File: config.mk
export PLATFORM = sky130hd
export DESIGN_NAME = prio_enc_rr
export DESIGN_NICKNAME = d
export VERILOG_FILES = /design/src/rtl/prio_pkg.sv /design/src/rtl/prio_find_hi.sv /design/src/rtl/prio_enc_rr.sv
export SDC_FILE = /design/constraint.sdc
export NUM_CORES = 1
export LEC_CHECK = 0
export CORE_ASPECT_RATIO = 0.9
export CORE_MARGIN = 10
export CORE_UTILIZATION = 57
export CTS_CLUSTER_SIZE = 14
export DETAILED_ROUTE_END_ITERATION = 8
export GPL_TIMING_DRIVEN = 0
export HOLD_SLACK_MARGIN = 0.08
export PLACE_DENSITY = 0.93
export SYNTH_ARGS = -nofsm -noshare
export SYNTH_HDL_FRONTEND = slang
export SYNTH_SLANG_ARGS = --single-unit
File: constraint.sdc
create_clock -name clk -period 7.43 [get_ports clk]
set_input_delay 1.8575 -clock clk [delete_from_list [all_inputs] [get_ports clk]]
set_output_delay 1.8575 -clock clk [all_outputs]
set_load 0.01 [all_outputs]
File: src/rtl/prio_pkg.sv
// rtl/prio_pkg.sv - shared mode encodings and index-width helper for prio_enc_rr
package prio_pkg;

  localparam logic MODE_FIXED = 1'b0;
  localparam logic MODE_RR    = 1'b1;

  // Index width for an n-line encoder; at least one bit even for degenerate n.
  function automatic int calc_w(input int n);
    return (n < 2) ? 1 : $clog2(n);
  endfunction

endpackage

File: src/rtl/prio_find_hi.sv
// rtl/prio_find_hi.sv - combinational highest-set-bit finder
// Ports:
//   vec   in  N  vector to search
//   idx   out W  index of the highest set bit (0 when none found)
//   found out 1  at least one bit of vec is set
module prio_find_hi
  import prio_pkg::*;
#(
  parameter  int N = 16,
  localparam int W = calc_w(N)
) (
  input  logic [N-1:0] vec,
  output logic [W-1:0] idx,
  output logic         found
);

  // Ascending scan: the last set bit seen is the highest one.
  always_comb begin
    idx   = '0;
    found = 1'b0;
    for (int i = 0; i < N; i++) begin
      if (vec[i]) begin
        idx   = W'(i);
        found = 1'b1;
      end
    end
  end

endmodule

File: src/rtl/prio_enc_rr.sv
// rtl/prio_enc_rr.sv - registered N-input priority encoder, fixed or round-robin per transaction
// Ports:
//   clk       in  1  clock, rising edge
//   rst_n     in  1  asynchronous active-low reset
//   req       in  N  request vector, sampled on accept
//   mode      in  1  MODE_FIXED (highest index wins) or MODE_RR (rotating pointer)
//   in_valid  in  1  req/mode valid
//   in_ready  out 1  block can accept this cycle
//   out_valid out 1  idx/onehot/none valid
//   out_ready in  1  consumer takes the result
//   idx       out W  winning index (0 when none)
//   onehot    out N  1<<idx, zero when none
//   none      out 1  sampled req was all zero
module prio_enc_rr
  import prio_pkg::*;
#(
  parameter  int N = 16,
  localparam int W = calc_w(N)
) (
  input  logic         clk,
  input  logic         rst_n,
  input  logic [N-1:0] req,
  input  logic         mode,
  input  logic         in_valid,
  output logic         in_ready,
  output logic         out_valid,
  input  logic         out_ready,
  output logic [W-1:0] idx,
  output logic [N-1:0] onehot,
  output logic         none
);

  logic [W-1:0] ptr;
  logic [N-1:0] rot;
  logic [N-1:0] search;
  logic [W-1:0] hi_idx;
  logic         found;
  logic [W-1:0] win;
  logic         accept;

  // Operands here never exceed 2N-1, so one conditional subtract is a full mod N.
  function automatic int wrap_n(input int v);
    return (v >= N) ? v - N : v;
  endfunction

  // Rotate left so req[ptr] lands at bit N-1; a descending search of rot then
  // visits ptr, ptr-1, ..., 0, N-1, ..., ptr+1. Works for any N, not only 2^k.
  always_comb begin
    rot = '0;
    for (int j = 0; j < N; j++) begin
      rot[j] = req[wrap_n(j + int'(ptr) + 1)];
    end
  end

  assign search = (mode == MODE_RR) ? rot : req;

  prio_find_hi #(.N(N)) u_find (
    .vec   (search),
    .idx   (hi_idx),
    .found (found)
  );

  // Undo the rotation: bit j of rot came from req[(j + ptr + 1) mod N].
  assign win = (mode == MODE_RR) ? W'(wrap_n(int'(hi_idx) + int'(ptr) + 1)) : hi_idx;

  assign in_ready = !out_valid || out_ready;
  assign accept   = in_valid && in_ready;

  always_ff @(posedge clk or negedge rst_n) begin
    if (!rst_n) begin
      out_valid <= 1'b0;
      idx       <= '0;
      onehot    <= '0;
      none      <= 1'b0;
      ptr       <= W'(N - 1);
    end else if (accept) begin
      out_valid <= 1'b1;
      idx       <= found ? win : '0;
      onehot    <= found ? (N'(1) << win) : '0;
      none      <= !found;
      // Next search starts just below the winner, wrapping to N-1.
      if (found && (mode == MODE_RR)) begin
        ptr <= (win == '0) ? W'(N - 1) : win - W'(1);
      end
    end else if (out_ready) begin
      out_valid <= 1'b0;
    end
  end

endmodule

==> run metrics <==
status complete, no violations; flop2flop setup slack just over 0.9 ns; Peak Freq ~150 MHz; Yosys top cell area share 24.1%; placer congestion estimate approximately 1; Die ar. 9170 um^2; Rows 26; pin count of the biggest net entering global routing 27; Startpoint Class input port; # DRC 0; layout cells sized above 1 25.6%; first-pass GRT wire length between 15 and 20 mm; post-synth top area cell mux4_2; Critical Path Fanout Max 8; Max-Cap Viols 0; Yosys cell types 65; clock tree sinks 26; Leakage approximately 1.5 nW; utilization after layout 68.4%; Worst Tran Pin Value between 1 and 1.5 ns; main combinational cell family by area after synthesis multiplexers; IO Count 44; Synthesized Nets around 330; Final nets 380; initial antenna violation count 0; count leader, synth mux4_2; Worst-path clk slew 0.09 ns; sequential cell area fraction in the yosys report 20.1%; peak supply drop ~430 uV; Routed Antenna Nets 0; Worst-Skew Late Latency 0.28 ns; TritonCTS clock tree done; Post-Synthesis Cells ~290; post-CTS setup buffers 0; HP Class flop to flop; Max H-tree Level 1; count of state elements after synthesis 26; Post-synth EDFFs 0; Die Width 99.8 um; Routed wire per std cell 23.6 um; Starting Density 58.1%; Worst EP required 7.62 ns; Simple-Gate Fraction of Synth Area a little over a tenth; Max Clock Skew 0.00989 ns; Longest Clk Path Bufs 2; CTS buffer count 3; r2r worst-path depth 23; Synth Area in Compound Gates between 15 and 20%; R2R Path End ptr[2]$_DFFE_PN1P_; Critical Path End ptr[2]$_DFFE_PN1P_; HPWL Detailed 7.33 mm; grt total ovfl 0; number of global-route vias before repair about 3,000; Post-Syn Area around 3300 um^2; Final Hold Vio Count 0; post-route minimum period between 6 and 7 ns; synthesis-to-layout area growth 17.7%; IO buf count 42; Synth warnings 0; top cells by count, synth mux4_2, dfrtp_1, nand2_1; predominant post-synthesis flop cell dfrtp_1; Die Y-Extent 91.9 um; Tcrit/Tclk final 89.9%; r2r startpoint ptr[1]$_DFFE_PN1P_; Slew HR 26.7%; Setup Crit Path Kind input port to flop; PwrDens 486 nW/um^2; drt pass-1 iters 5; clk root buf clkbuf_8; Detailed Route WL about 9.7 mm; drt first-iter violations 389; Pins Over Slew Limit 0; critical path launch point req[10]; vias per cell just over 7; GRT Overall Usage between 20% and 30%; CP Capture Type flop; post-CTS sizing 0; Avg Inst Size Synth between 10 and 15 um^2; core area 5630 um^2; Post-synth ARST share 100%; hold_buf cts 0; post-synthesis adder-cell area fraction 7.12%; RSZ-0062 raised after global routing no; multiplexer area fraction after synthesis 36.5%; xor/xnor share of the synthesized area under 10%; Vias 2,955; Critical Path AT 6.87 ns; n_diodes 0; ranking of synthesized cells by area mux4_2, dfrtp_1, ha_1; setup violators final 0; TNS Setup 0 ns
==> worst min-delay path by stage <==
stage                     slack, ns               endpoint  depth (start not counted)                   from
after global routing           0.53  onehot[4]$_DFFE_PN0P_                          2  onehot[4]$_DFFE_PN0P_
after detailed placement       0.47     idx[2]$_DFFE_PN0P_                          2     idx[2]$_DFFE_PN0P_
final                          0.50  onehot[4]$_DFFE_PN0P_                          2  onehot[4]$_DFFE_PN0P_
after global placement         0.47  onehot[4]$_DFFE_PN0P_                          2  onehot[4]$_DFFE_PN0P_
after floorplan                0.51     idx[2]$_DFFE_PN0P_                          2     idx[2]$_DFFE_PN0P_
after CTS                      0.50  onehot[4]$_DFFE_PN0P_                          2  onehot[4]$_DFFE_PN0P_
==> state kept, by name, summed over array words and instances (netlist names) <==
register   count
idx            4
none           1
onehot        16
out_valid      1
ptr            4
==> where the power goes <==
group / total [W] / leakage (nW) / switching [W] / internal (W)
Combinational: 0.00151 / 1.13 / 0.000793 / 0.000716
Sequential: 0.000243 / 0.332 / 0.0000461 / 0.000197
Clock: 0.000117 / 0.0357 / 0.0000449 / 0.0000722
Total: 0.00187 / 1.50 / 0.000884 / 0.000985
==> placed cells by master, fill, tap and decap left out, types with 4 or more instances in the layout <==
master | synthesis | final
mux4_2 | 35 | 35
mux2_2 | 17 | 17
nor3_1 | 4 | 4
o21ai_0 | 10 | 10
ha_1 | 17 | 17
a22o_1 | 17 | 17
nand2b_1 | 5 | 5
dfrtp_1 | 22 | 22
xnor2_1 | 10 | 10
nand3_1 | 5 | 5
mux2i_1 | 12 | 12
nand2_1 | 20 | 20
clkdlybuf4s50_1 | 0 | 42
buf_1 | 4 | 4
buf_2 | 6 | 6
nor2_1 | 12 | 12
a21oi_1 | 10 | 10
mux2_1 | 7 | 7
dfstp_2 | 4 | 4
clkbuf_1 | 6 | 6
inv_1 | 9 | 9
==> cell type report <==
class | count | area (um^2)
inverters | 11 | 41.3
clock buffers | 3 | 41.3
flip-flops and latches | 26 | 656
plain buffers | 18 | 90.1
multi-input cells | 239 | 2480
well taps | 70 | 87.6
repair buffers | 42 | 420
fillers | 386 | 1780
clock inverters | 1 | 30.0
==> stage by stage <==
step / instances / power, W / instance area (um^2) / setup slack, ns / hold slack (ns)
after detailed placement: 406 / 0.00170 / 3780 / 0.654 / 0.474
after floorplan: 294 / 0.00134 / 3270 / 1.66 / 0.515
after global placement: 406 / 0.00165 / 3780 / 0.772 / 0.468
final: 410 / 0.00187 / 3850 / 0.754 / 0.498
after global routing: 410 / 0.00198 / 3850 / 0.503 / 0.532
after CTS: 410 / 0.00184 / 3850 / 0.904 / 0.496
==> per-layer routing <==
metal | GRT usage (%) | part of all wire [%] | vias to the layer above
met5 | 0 | 0 | -
met4 | 5.61 | 2.2 | 0
met3 | 8.18 | 14 | 33
met2 | 34.0 | 48 | 235
met1 | 25.1 | 36 | 1442
li1 | - | - | 1245
==> cells by family (layout without fill, tap and decap cells) <==
group                    count (synthesis)  after routing
XOR/XNOR                                14             14
multiplexers                            72             72
flip-flops                              26             26
AO/OA/AOI/OAI                           68             68
buffers and inverters                   29             75
adder cells (fa/ha/maj)                 18             18
AND/OR/NAND/NOR                         67             67
==> critical path, cell delays in order <==
cell	delay, ns
clkdlybuf4s50_1	0.63
mux2_1	0.45
mux2_2	0.31
mux4_2	0.52
mux2i_2	0.31
nand3_1	0.17
a221oi_2	0.29
a21oi_1	0.15
o21ai_0	0.16
o21ai_0	0.11
ha_1	0.20
inv_1	0.09
fa_1	0.42
o22a_2	0.30
inv_2	0.12
ha_1	0.24
ha_1	0.26
a311oi_1	0.20
a21oi_1	0.06
Note: power is estimated with default switching activity, not from simulation.
